===== src/rtl/subleq_pkg.sv =====
// Shared SUBLEQ definitions: loader state encoding and the datapath word geometry.
package subleq_pkg;

  localparam int WORD_BYTES = 8;
  localparam int DATA_W     = 64;

  typedef enum logic [2:0] {
    ST_IDLE  = 3'd0,
    ST_HDR   = 3'd1,
    ST_LOAD  = 3'd2,
    ST_WRITE = 3'd3,
    ST_CSUM  = 3'd4,
    ST_DONE  = 3'd5,
    ST_ERR   = 3'd6
  } loader_state_t;

endpackage


===== src/rtl/subleq_byte_packer.sv =====
// Little-endian byte-to-word assembler: byte k of a word lands in bits [8k+7:8k].
module subleq_byte_packer #(
  parameter int DATA_W = 64
) (
  input  logic              clk,
  input  logic              rst,
  input  logic              clear,
  input  logic [7:0]        byte_data,
  input  logic              byte_valid,
  output logic              word_valid,
  output logic [DATA_W-1:0] word
);

  localparam int NBYTES = DATA_W / 8;
  localparam int IDX_W  = (NBYTES > 1) ? $clog2(NBYTES) : 1;

  logic [IDX_W-1:0]  idx_r;
  logic [DATA_W-1:0] shift_r;

  // Completed word is visible in the cycle its last byte is accepted, so the loader can act on that edge
  always_comb begin
    word_valid = byte_valid && (idx_r == IDX_W'(NBYTES - 1));
    word       = {byte_data, shift_r[DATA_W-1:8]};
  end

  // Byte index and shift register; bytes enter at the top and move down
  always_ff @(posedge clk) begin
    if (rst || clear) begin
      idx_r   <= {IDX_W{1'b0}};
      shift_r <= {DATA_W{1'b0}};
    end else if (byte_valid) begin
      shift_r <= word;
      idx_r   <= word_valid ? {IDX_W{1'b0}} : idx_r + IDX_W'(1);
    end
  end

endmodule


===== src/rtl/subleq_loader.sv =====
// Program loader for the SUBLEQ core: header word N, then N data words to addresses 0..N-1.
// Optional trailing checksum word enabled by defining SUBLEQ_LOADER_CHECKSUM_EN.
module subleq_loader #(
  parameter int DATA_W    = 64,
  parameter int ADDR_W    = 10,
  parameter int MAX_WORDS = 2 ** ADDR_W
) (
  input  logic              clk,
  input  logic              rst,
  input  logic              start,
  input  logic [7:0]        in_data,
  input  logic              in_valid,
  output logic              in_ready,
  output logic              mem_we,
  output logic [ADDR_W-1:0] mem_addr,
  output logic [DATA_W-1:0] mem_wdata,
  output logic              cpu_rst,
  output logic              done,
  output logic              err
);

  import subleq_pkg::*;

  localparam logic [DATA_W-1:0] MAX_N = DATA_W'(MAX_WORDS);

  loader_state_t     state_r;
  logic              in_ready_r;
  logic              mem_we_r;
  logic [ADDR_W-1:0] mem_addr_r;
  logic [DATA_W-1:0] mem_wdata_r;
  logic              cpu_rst_r;
  logic              done_r;
  logic              err_r;
  logic [ADDR_W:0]   n_r;
`ifdef SUBLEQ_LOADER_CHECKSUM_EN
  logic [DATA_W-1:0] csum_r;
`endif

  logic              transfer_s;
  logic              restart_s;
  logic              last_word_s;
  logic              word_valid_s;
  logic [DATA_W-1:0] word_s;

  // Handshake, restart and last-word decode
  always_comb begin
    transfer_s  = in_valid && in_ready_r;
    restart_s   = start && ((state_r == ST_IDLE) || (state_r == ST_DONE) || (state_r == ST_ERR));
    last_word_s = ({1'b0, mem_addr_r} == (n_r - (ADDR_W + 1)'(1)));
  end

  subleq_byte_packer #(.DATA_W(DATA_W)) u_packer (
    .clk        (clk),
    .rst        (rst),
    .clear      (restart_s),
    .byte_data  (in_data),
    .byte_valid (transfer_s),
    .word_valid (word_valid_s),
    .word       (word_s)
  );

  // Loader FSM; every output is a register so the memory port and core reset are glitch-free
  always_ff @(posedge clk) begin
    if (rst) begin
      state_r     <= ST_IDLE;
      in_ready_r  <= 1'b0;
      mem_we_r    <= 1'b0;
      mem_addr_r  <= {ADDR_W{1'b0}};
      mem_wdata_r <= {DATA_W{1'b0}};
      cpu_rst_r   <= 1'b1;
      done_r      <= 1'b0;
      err_r       <= 1'b0;
      n_r         <= {(ADDR_W + 1){1'b0}};
`ifdef SUBLEQ_LOADER_CHECKSUM_EN
      csum_r      <= {DATA_W{1'b0}};
`endif
    end else begin
      mem_we_r <= 1'b0;
      if (restart_s) begin
        state_r    <= ST_HDR;
        in_ready_r <= 1'b1;
        mem_addr_r <= {ADDR_W{1'b0}};
        cpu_rst_r  <= 1'b1;
        done_r     <= 1'b0;
        err_r      <= 1'b0;
`ifdef SUBLEQ_LOADER_CHECKSUM_EN
        csum_r     <= {DATA_W{1'b0}};
`endif
      end else begin
        case (state_r)
          ST_HDR: begin
            if (word_valid_s) begin
              if (word_s == {DATA_W{1'b0}}) begin
`ifdef SUBLEQ_LOADER_CHECKSUM_EN
                state_r    <= ST_CSUM;
`else
                state_r    <= ST_DONE;
                in_ready_r <= 1'b0;
                cpu_rst_r  <= 1'b0;
                done_r     <= 1'b1;
`endif
              end else if (word_s > MAX_N) begin
                state_r    <= ST_ERR;
                in_ready_r <= 1'b0;
                err_r      <= 1'b1;
              end else begin
                state_r    <= ST_LOAD;
                n_r        <= word_s[ADDR_W:0];
                mem_addr_r <= {ADDR_W{1'b0}};
              end
            end
          end
          ST_LOAD: begin
            if (word_valid_s) begin
              state_r     <= ST_WRITE;
              in_ready_r  <= 1'b0;
              mem_we_r    <= 1'b1;
              mem_wdata_r <= word_s;
`ifdef SUBLEQ_LOADER_CHECKSUM_EN
              csum_r      <= csum_r + word_s;
`endif
            end
          end
          ST_WRITE: begin
            mem_addr_r <= mem_addr_r + ADDR_W'(1);
            if (last_word_s) begin
`ifdef SUBLEQ_LOADER_CHECKSUM_EN
              state_r    <= ST_CSUM;
              in_ready_r <= 1'b1;
`else
              state_r    <= ST_DONE;
              cpu_rst_r  <= 1'b0;
              done_r     <= 1'b1;
`endif
            end else begin
              state_r    <= ST_LOAD;
              in_ready_r <= 1'b1;
            end
          end
`ifdef SUBLEQ_LOADER_CHECKSUM_EN
          ST_CSUM: begin
            if (word_valid_s) begin
              in_ready_r <= 1'b0;
              if (word_s == csum_r) begin
                state_r   <= ST_DONE;
                cpu_rst_r <= 1'b0;
                done_r    <= 1'b1;
              end else begin
                state_r   <= ST_ERR;
                err_r     <= 1'b1;
              end
            end
          end
`endif
          ST_IDLE, ST_DONE, ST_ERR: begin
            state_r <= state_r;
          end
          default: begin
            state_r    <= ST_IDLE;
            in_ready_r <= 1'b0;
            cpu_rst_r  <= 1'b1;
            done_r     <= 1'b0;
            err_r      <= 1'b0;
          end
        endcase
      end
    end
  end

  assign in_ready  = in_ready_r;
  assign mem_we    = mem_we_r;
  assign mem_addr  = mem_addr_r;
  assign mem_wdata = mem_wdata_r;
  assign cpu_rst   = cpu_rst_r;
  assign done      = done_r;
  assign err       = err_r;

endmodule


===== config.mk =====
export PLATFORM = sky130hd
export DESIGN_NAME = subleq_loader
export DESIGN_NICKNAME = d
export VERILOG_FILES = /design/src/rtl/subleq_pkg.sv /design/src/rtl/subleq_byte_packer.sv /design/src/rtl/subleq_loader.sv
export SDC_FILE = /design/constraint.sdc
export NUM_CORES = 1
export LEC_CHECK = 0
export CAP_MARGIN = 20
export CORE_ASPECT_RATIO = 0.5
export CORE_MARGIN = 2
export CORE_UTILIZATION = 40
export CTS_CLUSTER_SIZE = 28
export DETAILED_ROUTE_END_ITERATION = 10
export SETUP_SLACK_MARGIN = 0.1
export SYNTH_ARGS = -nofsm -noshare
export SYNTH_HDL_FRONTEND = slang
export SYNTH_SLANG_ARGS = --single-unit

===== constraint.sdc =====
create_clock -name clk -period 6.8 [get_ports clk]
set_clock_uncertainty 0.2 [all_clocks]
set_input_delay 1.7 -clock clk [delete_from_list [all_inputs] [get_ports clk]]
set_output_delay 1.7 -clock clk [all_outputs]
set_load 0.005 [all_outputs]

After elaboration in Yosys (flattened, before gate mapping)
Cells that the tools add are included.
{ "totals": {"romBits": 0, "mem_count": 0, "wordCells": 96, "output_inout_bits": 79, "latchBits": 0, "regBits": 160, "mem_bits_rw": 0} }
{ "classes": {"bitwise_logic": 7, "div": 0, "mux": 32, "n_lt_le_gt_ge": 1, "mul": 0, "shifts": 0, "n_eq_ne": 19, "add_sub_neg": 3, "n_reduce_logical": 22} }
{ "ops": {"columns": ["operator", "n"], "rows": [
  ["$gt 64x11->1 const B", 1],
  ["$logic_not 64->1", 1],
  ["$mux 10", 3],
  ["$pmux 10 s2", 1],
  ["$mux 3", 6],
  ["$mux 1", 17],
  ["$pmux 3 s4", 1],
  ["$reduce_and 4->1", 3],
  ["$eq 10x11->1", 1],
  ["$sub 11x1->11 const B", 1],
  ["$add 10x1->10 const B", 1],
  ["$ne 2x2->1 const B", 5],
  ["$reduce_and 5->1", 2],
  ["$eq 3x3->1 const B", 3],
  ["$reduce_and 3->1", 3],
  ["$not 1->1", 7],
  ["$eq 3x2->1 const B", 2],
  ["$ne 2x1->1 const B", 3],
  ["$ne 3x1->1 const B", 2],
  ["$pmux 1 s3", 2],
  ["$reduce_or 3->1", 2],
  ["$reduce_or 5->1", 1],
  ["$ne 4x3->1 const B", 1],
  ["$pmux 1 s4", 1],
  ["10 further kinds", 14]
]} }

Logic depth before layout (Yosys ltp)
Gate-level depths: netlist (run 1).
{ "logic_depth": {"word_depth": 6, "mapped_depth": 10, "depth_no_buf": 8} }

By module
A second synthesis (run 1) with hierarchy kept.
{ "hier_totals": {"hier_cells": 733, "hier_area_um2": 6252.2} }
{ "modules_own_cells": {"columns": ["mod", "seq_area_each_um2", "n_inst", "cells_per_inst", "area_per_inst_um2"], "rows": [
  ["subleq_loader", 1861.8, 1, 528, 4052.6],
  ["subleq_byte_packer", 1181.1, 1, 205, 2199.6]
]} }

Least setup slack after synthesis (run 1)
No wires, ideal clock.
{ "synth_path": {"kind": "in2reg", "start": "input in_data[7]", "end": "register mem_addr_r[7], in the netlist mem_addr[7]", "path_slack_ps": 3125, "t_arrival_ps": 3403, "required_time_ps": 6528, "path_stages": 7, "cell_sequence": "nor4_1 -> nand4_1 -> nor4_4 -> a41oi_4 -> buf_2 -> nor4_2 -> mux2i_1"} }
{ "synth_via": {"elab_chain_cells": 3, "word_cells_on_any_way": 5, "classes_between": "order compare (1); eq/ne (2); reduce/logical (2)"} }
{ "synth_lines": {"columns": ["item", "line_no", "source"], "rows": [
  ["start, declared", "subleq_loader.sv:11", "input logic [7:0] in_data,"],
  ["$gt 64x11->1 / $logic_not 64->1 (equally long branches)", "subleq_loader.sv:102, subleq_loader.sv:93", null],
  ["$ne 2x2->1 (no line)", null, null],
  ["$reduce_and 4->1 (no line) *", null, null],
  ["end signal, assigned", "subleq_loader.sv:82", "mem_addr_r <= {ADDR_W{1'b0}};"],
  ["end signal, assigned", "subleq_loader.sv:109", "mem_addr_r <= {ADDR_W{1'b0}};"],
  ["end signal, assigned", "subleq_loader.sv:125", "mem_addr_r <= mem_addr_r + ADDR_W'(1);"],
  ["end, declared", "subleq_loader.sv:29", "logic [ADDR_W-1:0] mem_addr_r;"]
]} }
Mark *: on every way between the ends. The rest lies on a longest branch, timed or not.
A chain may end at the register's enable or synchronous reset.

Worst setup path after layout (run 1)
{ "layout_path": {"start": "input in_valid", "end": "register mem_addr_r[2], in the netlist mem_addr[2]"} }
{ "layout_via": {"elab_chain_cells": 4} }
{ "layout_lines": {"columns": ["item", "line_no", "source"], "rows": [
  ["start, declared", "subleq_loader.sv:12", "input logic in_valid,"],
  ["$logic_and 1x1->1", "subleq_loader.sv:47", "transfer_s = in_valid && in_ready_r;"],
  ["$logic_and 1x1->1", "subleq_byte_packer.sv:22", "word_valid = byte_valid && (idx_r == IDX_W'(NBYTES - 1));"],
  ["$ne 2x1->1 (no line)", null, null],
  ["$reduce_and 4->1 (no line)", null, null],
  ["end signal, assigned", "subleq_loader.sv:68", "mem_addr_r <= {ADDR_W{1'b0}};"],
  ["end signal, assigned", "subleq_loader.sv:82", null],
  ["end signal, assigned", "subleq_loader.sv:109", null]
]} }
No other way between the ends.

==> results of run 1 <==
worst min-delay path by stage:
| stage | start | end | cells after the start |
|---|---|---|---|
| 2_1_floorplan | mem_wdata[0] | mem_wdata[0] | 2 |
| 3_3_place_gp | mem_wdata[59] | mem_wdata[59] | 2 |
| 3_5_place_dp | mem_wdata[33] | mem_wdata[33] | 2 |
| 4_1_cts | mem_wdata[33] | mem_wdata[33] | 2 |
| 5_1_grt | mem_wdata[14] | mem_wdata[14] | 2 |
| 6_report | mem_wdata[12] | mem_wdata[12] | 2 |
area by class of cell:
cell class                 instances  share of cell area
clock buffer                      18             0.05495
clock inverter                    14             0.02083
inverter                           7            0.003364
multi-input combinational        577              0.3739
sequential                       152              0.3896
tap                              204             0.03268
timing repair buffer              97              0.1246
through the flow:
stage                     cell area [sq um]  hold slack, ns  utilization  total power, mW
after floorplan                        6180          0.2527            -           0.9592
after global placement                 7171          0.2437       0.4701           0.9816
after detailed placement               7191          0.2456       0.4714           0.9828
after CTS                              7782          0.2542       0.5102            1.940
after global routing                   7810          0.2729       0.5120            1.990
final                                  7810          0.2528       0.5120            1.926
power by group through the flow:
stage	Combinational [mW]	Sequential (mW)	Clock [mW]
after floorplan	0.0427	0.916	0
after global placement	0.0627	0.919	0
after detailed placement	0.0640	0.919	0
after CTS	0.0641	0.899	0.977
after global routing	0.0725	0.899	1.02
final	0.0661	0.899	0.961
cells by family after synthesis:
kind of cell	count (synthesis)	share of synthesized area
simple gates	367	0.2575
flops	152	0.4924
fa+ha+maj	4	0.008099
xor+xnor	12	0.01701
buf+inv	60	0.03685
compound gates	179	0.1636
mux	15	0.02450
worst min-delay path, delay by kind of cell, from the launching register on:
kind | cells | cell delay, ns
AOI/OAI and AO/OA | 1 | 0.05
DFF | 1 | 0.31
and+or+nand+nor | 1 | 0.05
cells in the mapped netlist, types with 7 or more instances:
| library cell | count |
|---|---|
| a21oi_1 | 139 |
| clkbuf_1 | 48 |
| dfxtp_1 | 152 |
| inv_1 | 7 |
| mux2i_1 | 14 |
| nand2_1 | 261 |
| nand3_1 | 8 |
| nand4_1 | 11 |
| nor2_1 | 31 |
| nor3_1 | 9 |
| nor4_1 | 16 |
| o21ai_0 | 7 |
| o31ai_1 | 8 |
| xnor2_1 | 7 |
placed cells by master (no fill, tap or decap), types with 3 or more instances in the layout:
| cell type | n |
|---|---|
| nand2b_1 | 6 |
| nand4_1 | 11 |
| a31oi_1 | 5 |
| nand2_1 | 260 |
| buf_4 | 4 |
| clkbuf_16 | 17 |
| nor3b_1 | 4 |
| o31ai_1 | 8 |
| a21oi_1 | 139 |
| xnor2_1 | 7 |
| nor2_1 | 31 |
| clkinvlp_4 | 3 |
| mux2i_1 | 14 |
| o21ai_0 | 7 |
| ha_1 | 4 |
| dfxtp_1 | 152 |
| or4_1 | 6 |
| inv_6 | 5 |
| nand3_1 | 8 |
| inv_1 | 7 |
| clkdlybuf4s50_1 | 89 |
| xor2_1 | 5 |
| nor4_1 | 16 |
| nor3_1 | 8 |
routing by layer:
layer,GRT usage,share of wire
met2,0.3113,0.44
met4,0.05962,0.0077
met3,0.03535,0.037
met1,0.2822,0.51
met5,0,0
state kept, by name, summed over array words and instances (netlist names):
signal            cells
err                   1
mem_addr             10
n_r                  11
mem_we                1
cpu_rst               1
u_packer.shift_r     56
u_packer.idx_r        3
mem_wdata            64
done                  1
in_ready              1
state_r               3
==> flow_summary.ini, run 1 <==
[setup_path]
cp_data_required_time_ns = 6.90
end_kind = flop
regToRegSetupSlack_ns = 3.43
crit_slowest_cell = nand3_1
crit_fanout = 58
cp-startpoint = in_valid
timing.rr.end = mem_addr[2]
path_class = primary input to flop
path_cells = clkdlybuf4s50_1 > and2_2 > buf_4 > nand2_1 > nor3_1 > nand3_1 > nand2b_1 > a21oi_1
cp-start-kind = primary input
worstSetupEndpoint = mem_addr[2]
rr_worst_depth = 7
cp.depth = 8
critPathMaxStageDelay_ns = 0.62
crit_arrival_ns = 4.77
cp_top_family = simple AND/OR/NAND/NOR gates
critPathBufInv = 2
reg2reg_from = in_ready

[place]
post-place-ws_ns = 1.623
gp_congestion = 0.8135
placed_cells = 1035
numPortBuffers = 90
hpwl_um = 10270

[power]
intPower_mw = 1.463
power.leakage_nw = 2.592
vdd_ir_drop_max_v = 0.0002061
pwr-share-comb = 0.034
p_switching_mw = 0.4632
p_seq_frac = 0.467
clkPwrFrac = 0.499
power.density_nw_per_um2 = 246.6
p_sw_frac = 0.2405

[clocking]
clkLatencyLatePin_ns = 0.42
cts_root_buf = clkbuf_16
numCtsBuffers = 17
cts_max_level = 4
cts_tree = done
clk_path_buf_depth = 2
cts.sinks = 152
hold_buffers = 0
post_cts_buffers = 0
cts.clk_slew.worst_paths_ns = 0.07
cts_resized = 0

[final_layout]
multi_input_area_sq_um = 2920
areaGrowthSynthToFinish_pct = 26.38
insertedDiodeCount = 0
drive_above_1_share = 0.05896
regArea_sq_um = 3043
final_cells = 1069
fillerInstances = 1445
nets = 868

[synth]
yosys_warnings = 0
synth_top_flop_cell = dfxtp_1
netlist.area_leader.share = 0.4924
synth-seq-cells = 152
synthCells = 789
synth_top_area_cell = dfxtp_1
synth_edf_count = 0
yosysSeqAreaShare = 0.4924
ys_types = 49
synthTopCellsByArea = dfxtp_1 (49%), nand2_1 (16%), a21oi_1 (11%)
synth_fp_nets = 805
synth-async-reset-ratio = 0
syn_area_sq_um = 6180
avgSynthCellArea_sq_um = 7.832

[routing]
drc = 0
antenna_left = 0
vias = 5569
wl_per_cell_um = 15.02
wirelength_um = 16060
first_pass_iters = 5
drtIter0Drc = 366
drt-vias-per-instance = 5.210

[global_route]
grt_pass1_vias = 5229
gr-total-overflow = 0
grt_pass1_wl_um = 26880
antenna_found_initial = 0
grt_start_max_net_pins = 79
grtUsageTotal = 0.1995

[die]
rows = 32
num_io_pins = 91
initial_core_util = 0.4051
die_h_um = 91.89
die_w_um = 179.8
die-area_sq_um = 16520
core_area_sq_um = 15250

[timing]
timing.final.crit_share = 0.6881
rsz0062_at_grt = false
tightestPinTransition_ns = 0.8329
min_period_ns = 4.679
hold_viol = 0
max_slew_margin = 0.4447
fmax_mhz = 213.7
setup_slack_ns = 2.121
finalSetupViolations = 0
slew_viol_final = 0
fin_setup_tns_ns = 0

[job]
maxCapViolCount = 0

[hold_path]
hp-class = flop to flop

[status]
status = complete, no violations
Power figures use the tool's default switching activity.
==> run 2, diff against run 1 <==
==> constraint.sdc (replaced) <==
create_clock -name clk -period 4.4 [get_ports clk]
set_clock_uncertainty 0.2 [all_clocks]
set_input_delay 1.1 -clock clk [delete_from_list [all_inputs] [get_ports clk]]
set_output_delay 1.1 -clock clk [all_outputs]
set_load 0.005 [all_outputs]
==> run 2 against run 1 <==
Total power grew 60%; utilization grew 0.29 points; critical path depth shrank 1; die area is the same; hold slack is essentially flat; global-route usage shrank 0.18 points; non-clock buffer count grew 3; register-to-register slack lost 2.1 ns; via count grew 1.5%; sequential share of layout area shrank 0.22 points; largest cell class unchanged.
==> flow_summary.ini, run 2 (synthesized netlist as in run 1, its figures left out) <==
[clocking]
cts.clk_slew.worst_paths_ns = 0.07
post_cts_buffers = 0
cts_max_level = 4
clkLatencyLatePin_ns = 0.42
numCtsBuffers = 17
cts.sinks = 152
cts_root_buf = clkbuf_16
hold_buffers = 0
cts_resized = 0
clk_path_buf_depth = 2
cts_tree = done

[routing]
drt-vias-per-instance = 5.271
vias = 5651
first_pass_iters = 4
antenna_left = 0
drc = 0
wl_per_cell_um = 14.93
drtIter0Drc = 340
wirelength_um = 16010

[place]
post-place-ws_ns = 0.3795
gp_congestion = 0.8496
numPortBuffers = 90
hpwl_um = 10650
placed_cells = 1040

[die]
die_w_um = 179.8
rows = 32
die-area_sq_um = 16520
num_io_pins = 91
initial_core_util = 0.4051
die_h_um = 91.89
core_area_sq_um = 15250

[timing]
slew_viol_final = 0
tightestPinTransition_ns = 1.119
timing.final.crit_share = 0.8193
max_slew_margin = 0.2481
min_period_ns = 3.605
fin_setup_tns_ns = 0
finalSetupViolations = 0
hold_viol = 0
hold-worst-slack_ns = 0.2531
rsz0062_at_grt = false
fmax_mhz = 277.4
setup_slack_ns = 0.7950

[global_route]
gr-total-overflow = 0
grt_start_max_net_pins = 79
grt_util_met1 = 0.2777
grt_pass1_wl_um = 26700
grtUsageTotal = 0.1977
gr-usage-met3 = 0.03892
use_met2 = 0.3100
grt_pass1_vias = 5229
busiest_layer = met2
antenna_found_initial = 0

[setup_path]
critPathMaxStageDelay_ns = 0.60
cp-startpoint = in_data[7]
path_cells = clkdlybuf4s50_1 > nor4_1 > nand4_1 > nor4_4 > a41oi_4 > or4_1 > a21oi_1
end_kind = flop
cp-start-kind = primary input
regToRegSetupSlack_ns = 1.37
timing.rr.end = mem_addr[6]
worstSetupEndpoint = mem_addr[6]
cp_top_family = simple AND/OR/NAND/NOR gates
crit_arrival_ns = 3.75
rr_worst_depth = 6
path_class = primary input to flop
reg2reg_from = u_packer.shift_r[46]
cp.depth = 7
critPathBufInv = 1
crit_fanout = 17
cp_data_required_time_ns = 4.55
crit_slowest_cell = nor4_4

[final_layout]
areaGrowthSynthToFinish_pct = 27.09
insertedDiodeCount = 0
final_cell_mix = nand2_1 (260), dfxtp_1 (152), a21oi_1 (139)
fillerInstances = 1484
nets = 871
final_cells = 1072
final_common_cell = nand2_1
largest_register_ffs = 64
drive_above_1_share = 0.06336

[power]
intPower_mw = 2.373
p_sw_frac = 0.2292
p_switching_mw = 0.7056
vdd_ir_drop_max_v = 0.0002984
p_seq_frac = 0.451
clkPwrFrac = 0.516
pwr-share-comb = 0.033
power.density_nw_per_um2 = 392.0
power.leakage_nw = 2.625

[hold_path]
hp-class = flop to flop

[status]
status = complete, no violations

[job]
maxCapViolCount = 0
==> run 2: worst min-delay path by stage <==
stage / depth (start not counted) / endpoint / slack [ns] / start
6_report: 2 / mem_wdata[21] / 0.25 / mem_wdata[21]
3_3_place_gp: 2 / mem_wdata[32] / 0.24 / mem_wdata[32]
3_5_place_dp: 2 / mem_wdata[21] / 0.25 / mem_wdata[21]
2_1_floorplan: 2 / mem_wdata[0] / 0.25 / mem_wdata[0]
4_1_cts: 2 / mem_wdata[21] / 0.25 / mem_wdata[21]
5_1_grt: 2 / mem_wdata[24] / 0.27 / mem_wdata[24]
==> run 2: through the flow <==
stage          cell area (sq um)    util  total power, mW
3_5_place_dp                7216  0.4730            1.520
2_1_floorplan               6180       -            1.482
4_1_cts                     7854  0.5148            3.104
5_1_grt                     7854  0.5148            3.170
3_3_place_gp                7216  0.4730            1.520
6_report                    7854  0.5148            3.079
==> run 2: routing by layer <==
metal,up-vias,part of all wire
li1,2821,-
met1,2691,0.50
met2,124,0.45
met3,15,0.037
met4,0,0.012
met5,-,0
==> run 2: cell type report <==
| class | instances | area (sq um) | share of cell area |
|---|---|---|---|
| multi-input combinational | 577 | 2920 | 0.3718 |
| inverter | 7 | 26.28 | 0.003346 |
| tap | 204 | 255.2 | 0.03250 |
| clock buffer | 17 | 425.4 | 0.05417 |
| clock inverter | 15 | 212.7 | 0.02708 |
| sequential | 152 | 3043 | 0.3874 |
| timing repair buffer | 100 | 970.9 | 0.1236 |
==> run 2: tightest hold or removal path: stages (launching register included) <==
cell     delay (ns)
dfxtp_1        0.31
nand2_1        0.05
a21oi_1        0.05
==> run 2: power by group through the flow <==
stage / clock network [mW] / logic [mW] / registers [mW]
floorplan: 0 / 0.0661 / 1.42
global placement: 0 / 0.0999 / 1.42
detailed placement: 0 / 0.0999 / 1.42
CTS: 1.61 / 0.100 / 1.39
global route: 1.67 / 0.111 / 1.39
finish: 1.59 / 0.100 / 1.39
